<file path="src/rtl/vpu_issue_responder_pkg.sv">
// Shared OVI bus definitions, widths and the execute-length helper for the VPU issue responder.
// Related optional feature macro: OVI_RESP_ILLEGAL_CHECK_EN (consumed by vpu_issue_responder).
`ifndef OVI_INSTR_WIDTH
`define OVI_INSTR_WIDTH 32
`endif
`ifndef OVI_VL_WIDTH
`define OVI_VL_WIDTH 16
`endif
`ifndef OVI_SEW_WIDTH
`define OVI_SEW_WIDTH 3
`endif

package vpu_issue_responder_pkg;

    localparam int INSTR_W = `OVI_INSTR_WIDTH;
    localparam int VL_W    = `OVI_VL_WIDTH;
    localparam int SEW_W   = `OVI_SEW_WIDTH;

    typedef struct packed {
        logic [INSTR_W-1:0] instr;
        logic [VL_W-1:0]    vl;
        logic [SEW_W-1:0]   sew;
        logic               valid;
    } core_issue_bus;

    typedef struct packed {
        logic               valid;
        logic               illegal;
        logic [INSTR_W-1:0] instr;
    } core_completed_bus;

    typedef struct packed {
        logic [INSTR_W-1:0] instr;
        logic [VL_W-1:0]    vl;
        logic [SEW_W-1:0]   sew;
    } issue_entry_t;

    localparam int ENTRY_W = $bits(issue_entry_t);

    // Number of execute cycles for an op: ceil(vl / 2**lanes_log2), never below one.
    function automatic logic [VL_W-1:0] exec_len(input logic [VL_W-1:0] vl,
                                                 input int unsigned lanes_log2);
        logic [VL_W:0] round_up;
        logic [VL_W:0] len;
        round_up = {1'b0, vl} + ((VL_W+1)'(1) << lanes_log2) - (VL_W+1)'(1);
        len      = round_up >> lanes_log2;
        if (len == '0) begin
            len = (VL_W+1)'(1);
        end
        return VL_W'(len);
    endfunction

endpackage

</file>
<file path="src/rtl/vpu_issue_responder_if.sv">
// Issue / completion bus bundle between the core (master) and the VPU issue responder (slave).
interface vpu_issue_responder_if;
    import vpu_issue_responder_pkg::*;

    core_issue_bus     CORE_ISSUE;
    logic              ISSUE_READY;
    core_completed_bus CORE_COMPLETED;
    logic              BUSY;

    modport master (
        output CORE_ISSUE,
        input  ISSUE_READY,
        input  CORE_COMPLETED,
        input  BUSY
    );

    modport slave (
        input  CORE_ISSUE,
        output ISSUE_READY,
        output CORE_COMPLETED,
        output BUSY
    );
endinterface

</file>
<file path="src/rtl/ovi_issue_fifo.sv">
// Power-of-two issue FIFO with wrapping pointers, occupancy count and first-word-fall-through head.
module ovi_issue_fifo #(
    parameter  int DEPTH = 4,
    parameter  int WIDTH = 8,
    localparam int AW    = $clog2(DEPTH),
    localparam int CW    = AW + 1
) (
    input  logic             clk,
    input  logic             rst_n,
    input  logic             push,
    input  logic [WIDTH-1:0] wdata,
    input  logic             pop,
    output logic [WIDTH-1:0] rdata,
    output logic             full,
    output logic             empty,
    output logic [CW-1:0]    count
);

    logic [WIDTH-1:0] mem [DEPTH];
    logic [AW-1:0]    wr_ptr_reg;
    logic [AW-1:0]    rd_ptr_reg;
    logic [CW-1:0]    count_reg;
    logic             push_ok;
    logic             pop_ok;

    assign full    = (count_reg == CW'(DEPTH));
    assign empty   = (count_reg == '0);
    assign push_ok = push && !full;
    assign pop_ok  = pop && !empty;
    assign rdata   = mem[rd_ptr_reg];
    assign count   = count_reg;

    always_ff @(posedge clk) begin
        if (push_ok) begin
            mem[wr_ptr_reg] <= wdata;
        end
    end

    // Pointers are exactly log2(DEPTH) bits, so natural overflow is the modulo-DEPTH wrap.
    always_ff @(posedge clk or negedge rst_n) begin
        if (!rst_n) begin
            wr_ptr_reg <= '0;
            rd_ptr_reg <= '0;
            count_reg  <= '0;
        end else begin
            if (push_ok) begin
                wr_ptr_reg <= wr_ptr_reg + AW'(1);
            end
            if (pop_ok) begin
                rd_ptr_reg <= rd_ptr_reg + AW'(1);
            end
            case ({push_ok, pop_ok})
                2'b10:   count_reg <= count_reg + CW'(1);
                2'b01:   count_reg <= count_reg - CW'(1);
                default: count_reg <= count_reg;
            endcase
        end
    end

endmodule

</file>
<file path="src/rtl/vpu_issue_responder.sv">
// VPU issue responder: queues core issues, models execute time per op, reports in-order completions.
// Optional feature macro: OVI_RESP_ILLEGAL_CHECK_EN (ops with sew=3 are retired as illegal).
module vpu_issue_responder
    import vpu_issue_responder_pkg::*;
#(
    parameter int DEPTH = 4,
    parameter int LANES = 4
) (
    input logic                  CLK,
    input logic                  RSTN,
    vpu_issue_responder_if.slave ovi
);

    localparam int          CW         = $clog2(DEPTH) + 1;
    localparam int unsigned LANES_LOG2 = $clog2(LANES);

    typedef enum logic [1:0] {
        IDLE,
        EXEC,
        COMPLETE
    } state_t;

    issue_entry_t      wr_entry;
    issue_entry_t      head;
    logic              fifo_full;
    logic              fifo_empty;
    logic              fifo_pop;
    logic [CW-1:0]     fifo_count;
    logic              head_illegal;

    state_t            state_reg;
    logic [VL_W-1:0]   cnt_reg;
    logic [INSTR_W-1:0] op_instr_reg;
    logic              op_illegal_reg;
    core_completed_bus completed_reg;

    assign wr_entry = '{instr: ovi.CORE_ISSUE.instr,
                        vl:    ovi.CORE_ISSUE.vl,
                        sew:   ovi.CORE_ISSUE.sew};

    assign fifo_pop = (state_reg != EXEC) && !fifo_empty;

    ovi_issue_fifo #(
        .DEPTH (DEPTH),
        .WIDTH (ENTRY_W)
    ) u_fifo (
        .clk   (CLK),
        .rst_n (RSTN),
        .push  (ovi.CORE_ISSUE.valid),
        .wdata (wr_entry),
        .pop   (fifo_pop),
        .rdata (head),
        .full  (fifo_full),
        .empty (fifo_empty),
        .count (fifo_count)
    );

`ifdef OVI_RESP_ILLEGAL_CHECK_EN
    assign head_illegal = (head.sew == SEW_W'(3));
`else
    logic sew_unused;
    assign head_illegal = 1'b0;
    assign sew_unused   = ^head.sew;
`endif

    always_ff @(posedge CLK or negedge RSTN) begin
        if (!RSTN) begin
            state_reg      <= IDLE;
            cnt_reg        <= '0;
            op_instr_reg   <= '0;
            op_illegal_reg <= 1'b0;
            completed_reg  <= '0;
        end else begin
            completed_reg <= '0;
            case (state_reg)
                // COMPLETE also picks up the next op, so back-to-back ops retire every L+1 cycles.
                IDLE, COMPLETE: begin
                    if (!fifo_empty) begin
                        op_instr_reg   <= head.instr;
                        op_illegal_reg <= head_illegal;
                        // An illegal op is not executed; it only occupies the minimum one-cycle slot.
                        cnt_reg        <= head_illegal ? VL_W'(1) : exec_len(head.vl, LANES_LOG2);
                        state_reg      <= EXEC;
                    end else begin
                        state_reg <= IDLE;
                    end
                end
                EXEC: begin
                    if (cnt_reg == VL_W'(1)) begin
                        state_reg     <= COMPLETE;
                        completed_reg <= '{valid:   1'b1,
                                           illegal: op_illegal_reg,
                                           instr:   op_instr_reg};
                    end else begin
                        cnt_reg <= cnt_reg - VL_W'(1);
                    end
                end
                default: state_reg <= IDLE;
            endcase
        end
    end

    assign ovi.ISSUE_READY    = !fifo_full;
    assign ovi.CORE_COMPLETED = completed_reg;
    assign ovi.BUSY           = (fifo_count != '0) || (state_reg != IDLE);

endmodule

</file>
<file path="src/flat_wrapper.sv">
// flat-port wrapper written by rule: the top's interface ports become plain ports
module vpu_issue_responder_flat import vpu_issue_responder_pkg::*;
#(
    parameter int DEPTH = 4,
    parameter int LANES = 4
)
  (CLK, RSTN, ovi_CORE_ISSUE, ovi_ISSUE_READY, ovi_CORE_COMPLETED, ovi_BUSY);
  vpu_issue_responder_if ovi_i ();
  input logic CLK;
  input logic RSTN;
  input wire logic [$bits(ovi_i.CORE_ISSUE)-1:0] ovi_CORE_ISSUE;
  output wire logic [$bits(ovi_i.ISSUE_READY)-1:0] ovi_ISSUE_READY;
  output wire logic [$bits(ovi_i.CORE_COMPLETED)-1:0] ovi_CORE_COMPLETED;
  output wire logic [$bits(ovi_i.BUSY)-1:0] ovi_BUSY;
  assign ovi_i.CORE_ISSUE = ovi_CORE_ISSUE;
  assign ovi_ISSUE_READY = ovi_i.ISSUE_READY;
  assign ovi_CORE_COMPLETED = ovi_i.CORE_COMPLETED;
  assign ovi_BUSY = ovi_i.BUSY;
  vpu_issue_responder #(.DEPTH(DEPTH), .LANES(LANES)) u_core (.CLK(CLK), .RSTN(RSTN), .ovi(ovi_i));
endmodule
</file>
<file path="config.mk">
export PLATFORM = sky130hd
export DESIGN_NAME = vpu_issue_responder_flat
export DESIGN_NICKNAME = d
export VERILOG_FILES = /design/src/rtl/vpu_issue_responder_pkg.sv /design/src/rtl/vpu_issue_responder_if.sv /design/src/rtl/ovi_issue_fifo.sv /design/src/rtl/vpu_issue_responder.sv /design/src/flat_wrapper.sv
export SDC_FILE = /design/constraint.sdc
export NUM_CORES = 1
export LEC_CHECK = 0
export ABC_AREA = 1
export ABC_CLOCK_PERIOD_IN_PS = 3900
export BUFFER_PORTS_ARGS = -buffer_cell sky130_fd_sc_hd__buf_2
export CAP_MARGIN = 20
export CORE_ASPECT_RATIO = 0.8
export CORE_MARGIN = 10
export CORE_UTILIZATION = 56
export CTS_BUF_LIST = sky130_fd_sc_hd__clkbuf_16
export DETAILED_ROUTE_END_ITERATION = 7
export GPL_TIMING_DRIVEN = 0
export PLACE_DENSITY = 0.75
export SYNTH_ARGS = -nofsm -noshare
export SYNTH_HDL_FRONTEND = slang
export SYNTH_SLANG_ARGS = --single-unit
export TNS_END_PERCENT = 10
</file>
<file path="constraint.sdc">
create_clock -name CLK -period 3.9 [get_ports CLK]
set_input_delay 0.585 -clock CLK [delete_from_list [all_inputs] [get_ports CLK]]
set_output_delay 0.585 -clock CLK [all_outputs]
set_load 0.005 [all_outputs]
</file>
==> results.json <==
{
  "outcome": "finished clean",
  "numCtsBuffers": 28,
  "worstPathMaxFanout": 10,
  "synth_top_cells_by_count": "edfxtp_1 (192), nand2_1 (189), nor2_1 (158)",
  "drive_gt1_share_pct": 15.86,
  "worstMarginPinSlew_ps": 832.1,
  "hold_viol_final": 0,
  "period_share_pct": 59.35,
  "ys_seq_elements": 282,
  "ctsHoldBuffers": 1,
  "clockPowerShare_pct": 28.5,
  "grt_max_degree": 60,
  "die_x_um": 180.9,
  "cts_resized": 0,
  "start_kind": "flop",
  "grt-ovfl-total": 0,
  "power_per_cell_area_nw_per_um2": 781.8,
  "clock_skew_ps": 11.82,
  "crit_path_top_delay_cell": "clkbuf_1",
  "clk_pin_slew_ps": 60,
  "wl_per_cell_um": 17.40,
  "hpwl_um": 16440,
  "drt_iter0_drc": 722,
  "drc": 0,
  "finalSetupViolations": 0,
  "clock_sinks": 282,
  "antenna_found_initial": 4,
  "drtPass1Iterations": 6,
  "dieHeight_um": 148.7,
  "placed_area_um2": 12500,
  "grt_use_met3_pct": 4.122,
  "p_sw_share_pct": 35.25,
  "start_util_pct": 56.53,
  "total_leakage_power_uw": 0.005580,
  "use_met1_pct": 24.61,
  "endpoint_kind": "flop",
  "clock_latency_ps": 530,
  "tns_ps": 0,
  "drv_slew": 0,
  "synth_seq_area_share_pct": 69.11,
  "slew_headroom_pct": 44.39,
  "cp_common_cell": "clkbuf_1",
  "rows": 47,
  "p_int_uw": 6876,
  "worst-setup-path-type": "reg2reg",
  "num_vias": 7945,
  "async_reset_ff_share_pct": 31.91,
  "syn-instance-count": 1055,
  "p_total_uw": 10620,
  "post-route-cell-area_um2": 13580,
  "crit_chain": "buf_6, inv_8, buf_4, clkbuf_1, clkbuf_1, nor2_1, o22ai_1, nand2_1, o21ai_0",
  "yosysWarnings": 0,
  "largest_reg_flops": 192,
  "synth-main-ff-cell": "edfxtp_1",
  "p_sw_uw": 3743,
  "cts-root-buf": "clkbuf_16",
  "antenna_left": 0,
  "netlist.area_leader.share_pct": 49.70,
  "fin_nets": 1238,
  "fmax_mhz": 432.0,
  "utilization_pct": 66.18,
  "rsz0062_at_grt": "false",
  "grt_pass1_wl_um": 40900,
  "drt_wl_total_um": 25560,
  "cts_tree": "built",
  "power.share.combinational_pct": 32.4,
  "clockBufferDepth": 3,
  "synthTopCellsByArea": "edfxtp_1 (50%), dfrtp_1 (19%), nand2_1 (6.1%)",
  "postCtsSetupBuffers": 0,
  "globalplace.congestion": 0.8512,
  "cp.arrival_ps": 2760,
  "yosysMostFrequentCell": "edfxtp_1",
  "cpPeakStageDelay_ps": 490,
  "fp.dieArea_um2": 26910,
  "met2_usage_pct": 30.88,
  "multi_input_area_um2": 2999,
  "syn2layout_area_growth_pct": 17.07,
  "fillCellCount": 1517,
  "ys_types": 39,
  "required_ps": 4340,
  "syn_area_per_cell_um2": 11.00,
  "period_needed_ps": 2315,
  "viasPerCell": 5.408,
  "numPortBuffers": 85,
  "syn_area_um2": 11600,
  "synth_nets": 1117,
  "coreArea_um2": 20520,
  "grt_pass1_vias": 7870,
  "grtUsageTotal_pct": 18.79,
  "synth_edf_count": 192,
  "hold_slack_ps": 258.9,
  "cts-htree-levels": 1,
  "peakVddDrop_mv": 0.4110,
  "seqPwrFrac_pct": 39.1,
  "top_usage_layer": "met2",
  "synth_top_cell_by_area": "edfxtp_1",
  "min_path_type": "in2reg",
  "cap_viol_max_count": 0,
  "regArea_um2": 8018,
  "pin_count": 90
}
path summary, 6_finish.rpt:
path                                       endpoint                   startpoint  cells after the start  slack (ps)
max in group asynchronous         u_core.cnt_reg[8]                         RSTN                      3        2700
min reg2reg                      u_core.cnt_reg[15]           u_core.cnt_reg[15]                      1         480
max reg2reg                  u_core.op_instr_reg[8]  u_core.u_fifo.rd_ptr_reg[0]                      9        1590
min                        u_core.u_fifo.mem[0][11]           ovi_CORE_ISSUE[12]                      1         260
min in group asynchronous   u_core.op_instr_reg[10]                         RSTN                      2         550
max                          u_core.op_instr_reg[8]  u_core.u_fifo.rd_ptr_reg[0]                      9        1590
cell type report:
type | count | share of cell area [%]
Multi-Input combinational cell | 630 | 22.08
Clock inverter | 23 | 2.487
Timing Repair Buffer | 91 | 4.017
Tap cell | 269 | 2.478
Inverter | 94 | 2.653
Sequential cell | 282 | 59.03
Antenna cell | 2 | 0.03685
Buffer | 49 | 1.870
Clock buffer | 29 | 5.343
cell families (layout without fill, tap and decap cells):
family	count (synthesis)	count (layout)	share of synthesized area [%]
and+or+nand+nor	440	440	16.08
other	1	3	0.03232
xor gates and xnor gates	5	5	0.3775
buffers and inverters	143	286	5.295
DFF	282	282	69.11
AOI/OAI and AO/OA	176	176	8.175
adders and majority gates	8	8	0.9275
metal layers:
metal | vias to the layer above | part of all wire (%)
li1 | 3803 | -
met1 | 3834 | 43
met2 | 267 | 48
met3 | 37 | 7.2
met4 | 4 | 1.8
met5 | - | 0.086
critical path, delay by kind of cell, from the launching register on:
| family | cells | cell delay [ps] |
|---|---|---|
| buf+inv | 5 | 1290 |
| simple gates | 2 | 190 |
| flops | 1 | 380 |
| compound gates | 2 | 360 |
power groups by stage:
stage	logic, µW	clock network (µW)	registers (µW)
after CTS	3440	3060	4150
after global routing	3880	3190	4210
final	3440	3020	4150
after floorplan	2420	0	4170
after detailed placement	3390	0	4200
after global placement	3230	0	4240
layout by cell type (no fill, tap or decap), types with 4 or more instances in the layout:
| master | synthesis | routed |
|---|---|---|
| a21oi_1 | 12 | 12 |
| a31oi_1 | 7 | 7 |
| buf_12 | 1 | 5 |
| buf_2 | 7 | 91 |
| buf_4 | 4 | 5 |
| buf_6 | 4 | 4 |
| bufinv_16 | 0 | 8 |
| clkbuf_1 | 32 | 32 |
| clkbuf_16 | 0 | 29 |
| dfrtp_1 | 90 | 90 |
| edfxtp_1 | 192 | 192 |
| ha_1 | 7 | 7 |
| inv_1 | 91 | 95 |
| nand2_1 | 189 | 189 |
| nand2_2 | 13 | 13 |
| nand3_1 | 52 | 52 |
| nand4_1 | 4 | 4 |
| nor2_1 | 158 | 154 |
| nor2_2 | 8 | 8 |
| nor2_4 | 4 | 8 |
| o21ai_0 | 114 | 114 |
| o21ai_1 | 4 | 4 |
| o22ai_1 | 33 | 33 |
through the flow:
stage	setup WS, ps	cells
global placement	-1196	1409
finish	1585	1469
detailed placement	1501	1414
floorplan	663.9	1055
CTS	1554	1467
global route	1424	1469
(Power assumes the default switching activity.)
